$ cat config.mk
export PLATFORM = sky130hd
export DESIGN_NAME = err_meas_sched
export DESIGN_NICKNAME = d
export VERILOG_FILES = /design/src/rtl/err_meas_sched_pkg.sv /design/src/rtl/err_meas_sched_win_sym_counter.sv /design/src/rtl/err_meas_sched.sv
export SDC_FILE = /design/constraint.sdc
export NUM_CORES = 1
export LEC_CHECK = 0
export CORE_MARGIN = 3
export CORE_UTILIZATION = 45
export CTS_CLUSTER_SIZE = 8
export DETAILED_ROUTE_END_ITERATION = 10
export HOLD_SLACK_MARGIN = 0.06
export PLACE_DENSITY = 0.7
export SYNTH_ARGS = -nofsm -noshare
export SYNTH_HDL_FRONTEND = slang
export SYNTH_SLANG_ARGS = --single-unit
$ cat constraint.sdc
create_clock -name clk -period 2.5 [get_ports clk]
set_input_delay 0.5 -clock clk [delete_from_list [all_inputs] [get_ports clk]]
set_output_delay 0.5 -clock clk [all_outputs]
set_load 0.05 [all_outputs]
$ cat src/rtl/err_meas_sched_pkg.sv
// Shared types and constants for the error-statistics window scheduler.
// Also holds the source priority picker used by the top-level FSM.
`ifndef LFSR_LEN
`define LFSR_LEN 3
`endif

package err_meas_sched_pkg;

    localparam int unsigned WIN_LOG2_DEF = `LFSR_LEN;

    localparam int unsigned SRC_W       = 2;
    localparam int unsigned NUM_SRC_DEF = 4;

    typedef enum logic [2:0] {
        ST_IDLE  = 3'd0,
        ST_CLEAR = 3'd1,
        ST_RUN   = 3'd2,
        ST_LATCH = 3'd3,
        ST_NEXT  = 3'd4
    } meas_state_e;

    typedef struct packed {
        logic             found;
        logic [SRC_W-1:0] idx;
    } src_pick_t;

    // Lowest set mask bit, optionally restricted to bits strictly above cur.
    function automatic src_pick_t pick_src(input logic [NUM_SRC_DEF-1:0] mask,
                                           input logic [SRC_W-1:0]       cur,
                                           input logic                   above);
        src_pick_t pick;
        pick = '0;
        for (int i = int'(NUM_SRC_DEF) - 1; i >= 0; i--) begin
            if (mask[i] && (!above || (i > int'(cur)))) begin
                pick.found = 1'b1;
                pick.idx   = SRC_W'(i);
            end
        end
        return pick;
    endfunction

endpackage

$ cat src/rtl/err_meas_sched_win_sym_counter.sv
// Symbol counter for one measurement window; flags the last symbol of a
// 2^WIN_LOG2-symbol window.
module err_meas_sched_win_sym_counter #(
    parameter int unsigned WIN_LOG2 = 3
) (
    input  logic clk,
    input  logic reset_n,
    input  logic clear,
    input  logic en,
    output logic tc_c
);

    localparam int unsigned      SYM_W  = WIN_LOG2 + 1;
    localparam logic [SYM_W-1:0] TC_VAL = SYM_W'((1 << WIN_LOG2) - 1);

    logic [SYM_W-1:0] count;

    always_ff @(posedge clk or negedge reset_n) begin
        if (!reset_n) begin
            count <= '0;
        end else if (clear) begin
            count <= '0;
        end else if (en) begin
            count <= count + SYM_W'(1);
        end
    end

    assign tc_c = (count == TC_VAL);

endmodule

$ cat src/rtl/err_meas_sched.sv
// Measurement-window scheduler: time-shares one error accumulator across the
// masked sources, producing exact power-of-two window sums.
module err_meas_sched
    import err_meas_sched_pkg::*;
#(
    parameter int unsigned WIN_LOG2 = WIN_LOG2_DEF,
    parameter int unsigned NUM_SRC  = NUM_SRC_DEF,
    parameter int unsigned CNT_W    = 16
) (
    input  logic               clk,
    input  logic               reset_n,
    input  logic               clk_en,
    input  logic               start,
    input  logic               abort,
    input  logic               continuous,
    input  logic [NUM_SRC-1:0] src_mask,
    output logic [SRC_W-1:0]   src_sel,
    output logic               acc_clear,
    output logic               acc_en,
    output logic               acc_hold,
    output logic               busy,
    output logic               win_done,
    output logic [SRC_W-1:0]   done_src,
    output logic               sweep_done,
    output logic [CNT_W-1:0]   win_count
);

    meas_state_e        state, state_nxt;
    logic [NUM_SRC-1:0] mask_q, mask_nxt;
    logic [SRC_W-1:0]   src_nxt, done_src_nxt;
    logic [CNT_W-1:0]   win_cnt_nxt;
    logic               win_done_nxt, sweep_done_nxt;
    logic               acc_en_gate;
    logic               cnt_clr_c, cnt_en_c, tc_c;
    src_pick_t          pick_start, pick_above, pick_wrap;

    err_meas_sched_win_sym_counter #(
        .WIN_LOG2 (WIN_LOG2)
    ) u_sym_cnt (
        .clk     (clk),
        .reset_n (reset_n),
        .clear   (cnt_clr_c),
        .en      (cnt_en_c),
        .tc_c    (tc_c)
    );

    // Next-state and next-output decode; abort overrides every transition.
    always_comb begin
        state_nxt      = state;
        mask_nxt       = mask_q;
        src_nxt        = src_sel;
        win_cnt_nxt    = win_count;
        done_src_nxt   = '0;
        win_done_nxt   = 1'b0;
        sweep_done_nxt = 1'b0;
        cnt_clr_c      = 1'b0;
        cnt_en_c       = 1'b0;
        pick_start     = pick_src(NUM_SRC_DEF'(src_mask), '0, 1'b0);
        pick_above     = pick_src(NUM_SRC_DEF'(mask_q), src_sel, 1'b1);
        pick_wrap      = pick_src(NUM_SRC_DEF'(mask_q), '0, 1'b0);

        if (abort) begin
            state_nxt   = ST_IDLE;
            mask_nxt    = '0;
            src_nxt     = '0;
            win_cnt_nxt = '0;
        end else begin
            case (state)
                ST_IDLE: begin
                    if (start && pick_start.found) begin
                        mask_nxt    = src_mask;
                        src_nxt     = pick_start.idx;
                        win_cnt_nxt = '0;
                        state_nxt   = ST_CLEAR;
                    end
                end
                ST_CLEAR: begin
                    cnt_clr_c = 1'b1;
                    state_nxt = ST_RUN;
                end
                ST_RUN: begin
                    cnt_en_c = clk_en;
                    if (clk_en && tc_c) begin
                        state_nxt = ST_LATCH;
                    end
                end
                ST_LATCH: begin
                    // Count the window with the pulse so win_count and win_done agree.
                    if (clk_en) begin
                        state_nxt    = ST_NEXT;
                        win_done_nxt = 1'b1;
                        done_src_nxt = src_sel;
                        win_cnt_nxt  = (win_count == {CNT_W{1'b1}}) ? win_count
                                                                    : win_count + CNT_W'(1);
                    end
                end
                ST_NEXT: begin
                    if (pick_above.found) begin
                        src_nxt   = pick_above.idx;
                        state_nxt = ST_CLEAR;
                    end else if (continuous && pick_wrap.found) begin
                        src_nxt   = pick_wrap.idx;
                        state_nxt = ST_CLEAR;
                    end else begin
                        sweep_done_nxt = 1'b1;
                        state_nxt      = ST_IDLE;
                    end
                end
                default: begin
                    state_nxt = ST_IDLE;
                end
            endcase
        end
    end

    // State and registered outputs, decoded from the next state.
    always_ff @(posedge clk or negedge reset_n) begin
        if (!reset_n) begin
            state       <= ST_IDLE;
            mask_q      <= '0;
            src_sel     <= '0;
            win_count   <= '0;
            done_src    <= '0;
            win_done    <= 1'b0;
            sweep_done  <= 1'b0;
            acc_clear   <= 1'b0;
            acc_hold    <= 1'b0;
            acc_en_gate <= 1'b0;
            busy        <= 1'b0;
        end else begin
            state       <= state_nxt;
            mask_q      <= mask_nxt;
            src_sel     <= src_nxt;
            win_count   <= win_cnt_nxt;
            done_src    <= done_src_nxt;
            win_done    <= win_done_nxt;
            sweep_done  <= sweep_done_nxt;
            acc_clear   <= (state_nxt == ST_CLEAR);
            acc_hold    <= (state_nxt == ST_LATCH);
            acc_en_gate <= (state_nxt == ST_RUN) || (state_nxt == ST_LATCH);
            busy        <= (state_nxt != ST_IDLE);
        end
    end

    // Symbol strobe passes straight through while a window is accumulating.
    assign acc_en = clk_en & acc_en_gate;

endmodule

== Word-level counts from Yosys, hierarchy flattened ==
Cells that the tools add are included.
Word-level totals
  latch bits: 0
  output and inout port bits: 26
  register bits: 37
  word-level logic and storage cells: 95
  memory bits (read-only): 0
  bits of input ports: 10
  bits in writable memories: 0
  memories: 0
Cells by class
  reductions and logical operators: 17
  add/sub/neg operators: 2
  bitwise logic cells: 1
  multipliers: 0
  mux-type cells: 47
  $lt $le $gt $ge: 3
  equality and inequality tests: 13
  divide/modulo/power cells: 0
  shift operators: 0
Operators with widths (number)
  2-to-1 mux 16 bit: 4
  2-to-1 mux 3 bit: 15
  one-hot mux 16 bit (2 select lines): 1
  2-to-1 mux 4 bit: 5
  adder 16 x 1 -> 16 bit (second input constant): 1
  equality test 16 bit (second input constant): 1
  one-hot mux 3 bit (5 select lines): 1
  2-to-1 mux 2 bit: 7
  2-to-1 mux 1 bit: 13
  equality test 3 x 2 -> 1 bit (second input constant): 4
  != test 3 bit (second input constant): 3
  nonzero test 3 bit: 3
  equality test 3 x 1 -> 1 bit (second input constant): 2
  logical AND 1 bit: 6
  nonzero test 2 bit: 3
  adder 4 x 1 -> 4 bit (second input constant): 1
  equality test 4 x 3 -> 1 bit (second input constant): 1
  greater-than comparator 2 bit (first input constant): 2
  != test 4 bit (second input constant): 1
  one-hot mux 2 bit (2 select lines): 1
  AND reduction 4 bit: 1
  equality test 3 bit (second input constant): 1
  zero test 3 bit: 1
  AND reduction 3 bit: 1
  other kinds (4): 4

== Depth between registers and ports, before layout ==
  depth after elaboration: 11
  mapped depth: 8
  depth with buffers taken out: 6

== By module ==
Synthesis repeated with hierarchy kept, for this count alone.
Second synthesis, totals
  cells, all modules: 218
  area total of the unflattened synthesis: 2083.2 µm²
Modules (own cells, without submodules)
  err_meas_sched: area an instance 1883.1 µm², seq. area each 825.8 µm², cells an instance 200, instances 1
  err_meas_sched_win_sym_counter: area an instance 200.2 µm², seq. area each 100.1 µm², cells an instance 18, instances 1

== Worst setup path after synthesis ==
Ideal clock, no wire load.
  kind: reg-to-reg
  start: register win_count[5]
  end: register win_count[15]
  data arrival time: 2.176 ns
  clock period less this slack: 2.256 ns
  path buffers: 1
  stages on the path, launching flop included: 7
  data required time: 2.420 ns
  setup time: 0.080 ns
  slack: 0.244 ns
  cell sequence: dfrtp_1 -> and4_1 -> clkbuf_1 -> nand3_1 -> or4_1 -> or3_1 -> a21oi_1
Between the ends
  word-level cells in the longest chain between the ends: 5
  elaborated cells on any way between the ends: 8
  those cells by class: 1 x add/sub; 2 x eq/ne; 4 x mux; 1 x reduce/logical
RTL lines
  from (decl): RTL line err_meas_sched.sv:25  | output logic [CNT_W-1:0] win_count
  from (signal assigned): RTL line err_meas_sched.sv:134  | win_count <= win_cnt_nxt;
  adder 16 x 1 -> 16 bit: RTL line err_meas_sched.sv:94  | : win_count + CNT_W'(1);
  2-to-1 mux 16 bit: RTL line err_meas_sched.sv:93  | win_cnt_nxt = (win_count == {CNT_W{1'b1}}) ? win_count
  2-to-1 mux 16 bit: RTL line err_meas_sched.sv:89  | if (clk_en) begin
  one-hot mux 16 bit (2 select lines): RTL line err_meas_sched.sv:68  | case (state)
  2-to-1 mux 16 bit: RTL line err_meas_sched.sv:62  | if (abort) begin
Parallel ways exist; a longest one is shown, timed or not. The select of a mux whose other input is x is not followed.
A chain may end at the register's enable or synchronous reset.

== Worst setup path after layout ==
  start: register src_sel[1]
  end: output src_sel[1]
RTL lines
  from (decl): RTL line err_meas_sched.sv:17  | output logic [SRC_W-1:0] src_sel,
  from (signal assigned): RTL line err_meas_sched.sv:133  | src_sel <= src_nxt;
No word-level cell between the ends.

==> flow_metrics.tcl <==
set metrics [dict create \
    ys_warn_count 0 \
    start_util_pct 48.2 \
    worstSetupPathType "reg2out" \
    nNetsFinal 268 \
    crit_arrival_ns 1.66 \
    clk_pin_slew_ns 0.07 \
    fmax_ghz 0.463 \
    rsz0062_at_grt "false" \
    drc 0 \
    cts_max_path_buffers 2 \
    multi_input_area_um2 951 \
    firstDrtPassIters 4 \
    cts_buffers 5 \
    reg2regPathDepth 6 \
    drtAntennaViolNets 0 \
    regArea_um2 926 \
    holdCritPathClass "in2async" \
    drtIter0Drc 84 \
    die_w_um 72.4 \
    antenna_found_initial 0 \
    ys_seq_area_share_pct 46.7 \
    max_stage_delay_ns 0.86 \
    leakagePower_nw 1.04 \
    fillers 379 \
    slowest_stage "clkdlybuf4s50_1" \
    area_delta_synth_final_pct 25.6 \
    synth_area_per_cell_um2 9.22 \
    grt_max_degree 38 \
    hpwlAfterDp_mm 3.13 \
    ir_drop_mv 0.416 \
    crit_start "src_sel[1]$_DFFE_PN0P_" \
    ctsResizeCount 0 \
    first_global_vias 1641 \
    rows 23 \
    rrSetupSlack_ns 0.40 \
    grt_usage_pct 18.1 \
    die_h_um 72.4 \
    cts.htree.levels 2 \
    powerDensity_mw_per_mm2 542 \
    rr_startpoint "state[0]$_DFF_PN0_" \
    final-hold-violation-count 0 \
    cts_setup_buffers 0 \
    mappedNetlistNets 227 \
    reg2reg_to "win_count[2]$_DFFE_PN0P_" \
    cp.depth 1 \
    drive_above_1_share_pct 8.17 \
    grt_pass1_wl_mm 7.38 \
    viasPerCell 5.71 \
    grt-ovfl-total 0 \
    synth_most_common_cell "dfrtp_1" \
    path_delay_family "buffers and inverters" \
    startpoint_type "flop" \
    cts_tree "built" \
    synthFlopType "dfrtp_1" \
    place.port_buffers 35 \
    status "complete, no violations" \
    die-area_mm2 0.00524 \
    setup_viol 0 \
    clock_skew_ns 0.00308 \
    synth_seq_cells 37 \
    synth_edf_count 0 \
    synth-async-reset-ratio_pct 100 \
    via_count 1752 \
    crit_fanout 10 \
    relSlewSlack_pct 45.4 \
    wl_per_cell_um 14.3 \
    fp.coreArea_mm2 0.00412 \
    cp.buffers_inverters 1 \
    syn-instance-count 215 \
    clock_latency_ns 0.29 \
    endpoint_kind "primary output" \
    cts_hold_buf 0 \
    synthTopCellsByCount "dfrtp_1 (37), a21oi_1 (20), nand2_1 (18), o21ai_0 (14), nor2_1 (13)" \
    endpoint "src_sel[1]" \
    synth_area_leaders "dfrtp_1 (47%), a21oi_1 (5.1%), o21ai_0 (3.5%)" \
    final_max_slew_viol_count 0 \
    tightest_slew_ns 0.819 \
    path_cells "clkdlybuf4s50_1" \
    synth_top_area_share_pct 46.7 \
    fin_crit_ns 2.16 \
    fin_crit_sh_pct 86.4 \
    crit_required_ns 2.00 \
    io_pins 36 \
    ys_types 43 \
    cts.sinks 37 \
    globalplace.congestion 0.827 \
    wl_mm 4.39 \
    synthesis.area_mm2 0.00198 \
    fin_hold_ws_ns 0.298 \
    cap_violations 0 \
    clockRootBuffer "clkbuf_8" \
    synth_top_area_cell "dfrtp_1" \
    antenna-diode-count 0 \
    tns_ns 0 \
]
[where the power goes]
part | total (mW) | switching [mW] | internal [mW]
registers | 0.689 | 0.0506 | 0.638
clock network | 0.408 | 0.215 | 0.193
logic | 0.253 | 0.139 | 0.114
[per-stage QoR]
step	power (mW)	area, um2	setup slack, ns	std cells	util (%)
after floorplan	0.866	1980	0.244	215	-
after CTS	1.37	2490	0.323	307	60.5
final	1.35	2490	0.339	307	60.5
after global routing	1.43	2490	0.171	307	60.5
after global placement	0.948	2410	0.122	299	58.5
after detailed placement	0.954	2410	0.0885	299	58.5
[layer usage]
layer	global-route usage, %	share of wire, %	vias up
met4	7.10	1.6	0
met5	0	0	-
li1	-	-	887
met1	23.1	47	819
met3	4.99	4.8	6
met2	28.9	46	40
[placed cells by master (no fill, tap or decap), types with 3 or more instances in the layout]
cell,Yosys,routed
a21oi_1,20,20
and2_1,4,4
and3_1,7,7
buf_4,0,9
clkbuf_8,0,5
clkdlybuf4s50_1,0,33
dfrtp_1,37,37
inv_1,12,12
nand2_1,18,18
nand3_1,9,9
nand4_1,4,4
nor2_1,13,13
nor3_1,6,6
o21ai_0,14,14
o22ai_1,4,4
o2bb2ai_1,3,3
o31ai_1,5,5
or3_1,5,5
or4_1,5,5
xnor2_1,4,4
[cell families after synthesis]
logic type	after synthesis	synth area share (%)
and+or+nand+nor	83	22.7
AOI/OAI and AO/OA	67	22.3
DFF	37	46.7
buffers and inverters	22	5.30
xor gates and xnor gates	4	1.77
adders and majority gates	2	1.26
[flip-flops by register name (all words and copies together), names as in the netlist]
register,flops
acc_hold,1
busy,1
state,3
done_src,2
sweep_done,1
acc_en_gate,1
win_done,1
acc_clear,1
mask_q,4
src_sel,2
u_sym_cnt.count,4
win_count,16
[worst min-delay path by stage]
stage | end | slack, ns | depth (start not counted)
CTS | win_count[14]$_DFFE_PN0P_ | 0.32 | 1
floorplan | acc_clear$_DFF_PN0_ | 0.20 | 0
finish | win_count[14]$_DFFE_PN0P_ | 0.30 | 1
detailed placement | u_sym_cnt.count[3]$_DFFE_PN0P_ | 0.52 | 2
global placement | u_sym_cnt.count[3]$_DFFE_PN0P_ | 0.52 | 2
global route | win_count[14]$_DFFE_PN0P_ | 0.35 | 1
[cell type report]
type                    count  share of cell area (%)
repair buffers             44                    17.0
inverters                  12                    1.81
well taps                  50                    2.51
multi-input cells         156                    38.2
clock inverters             2                   0.402
clock buffers               6                    2.91
flip-flops and latches     37                    37.2
Note: power is estimated with default switching activity, not from simulation.
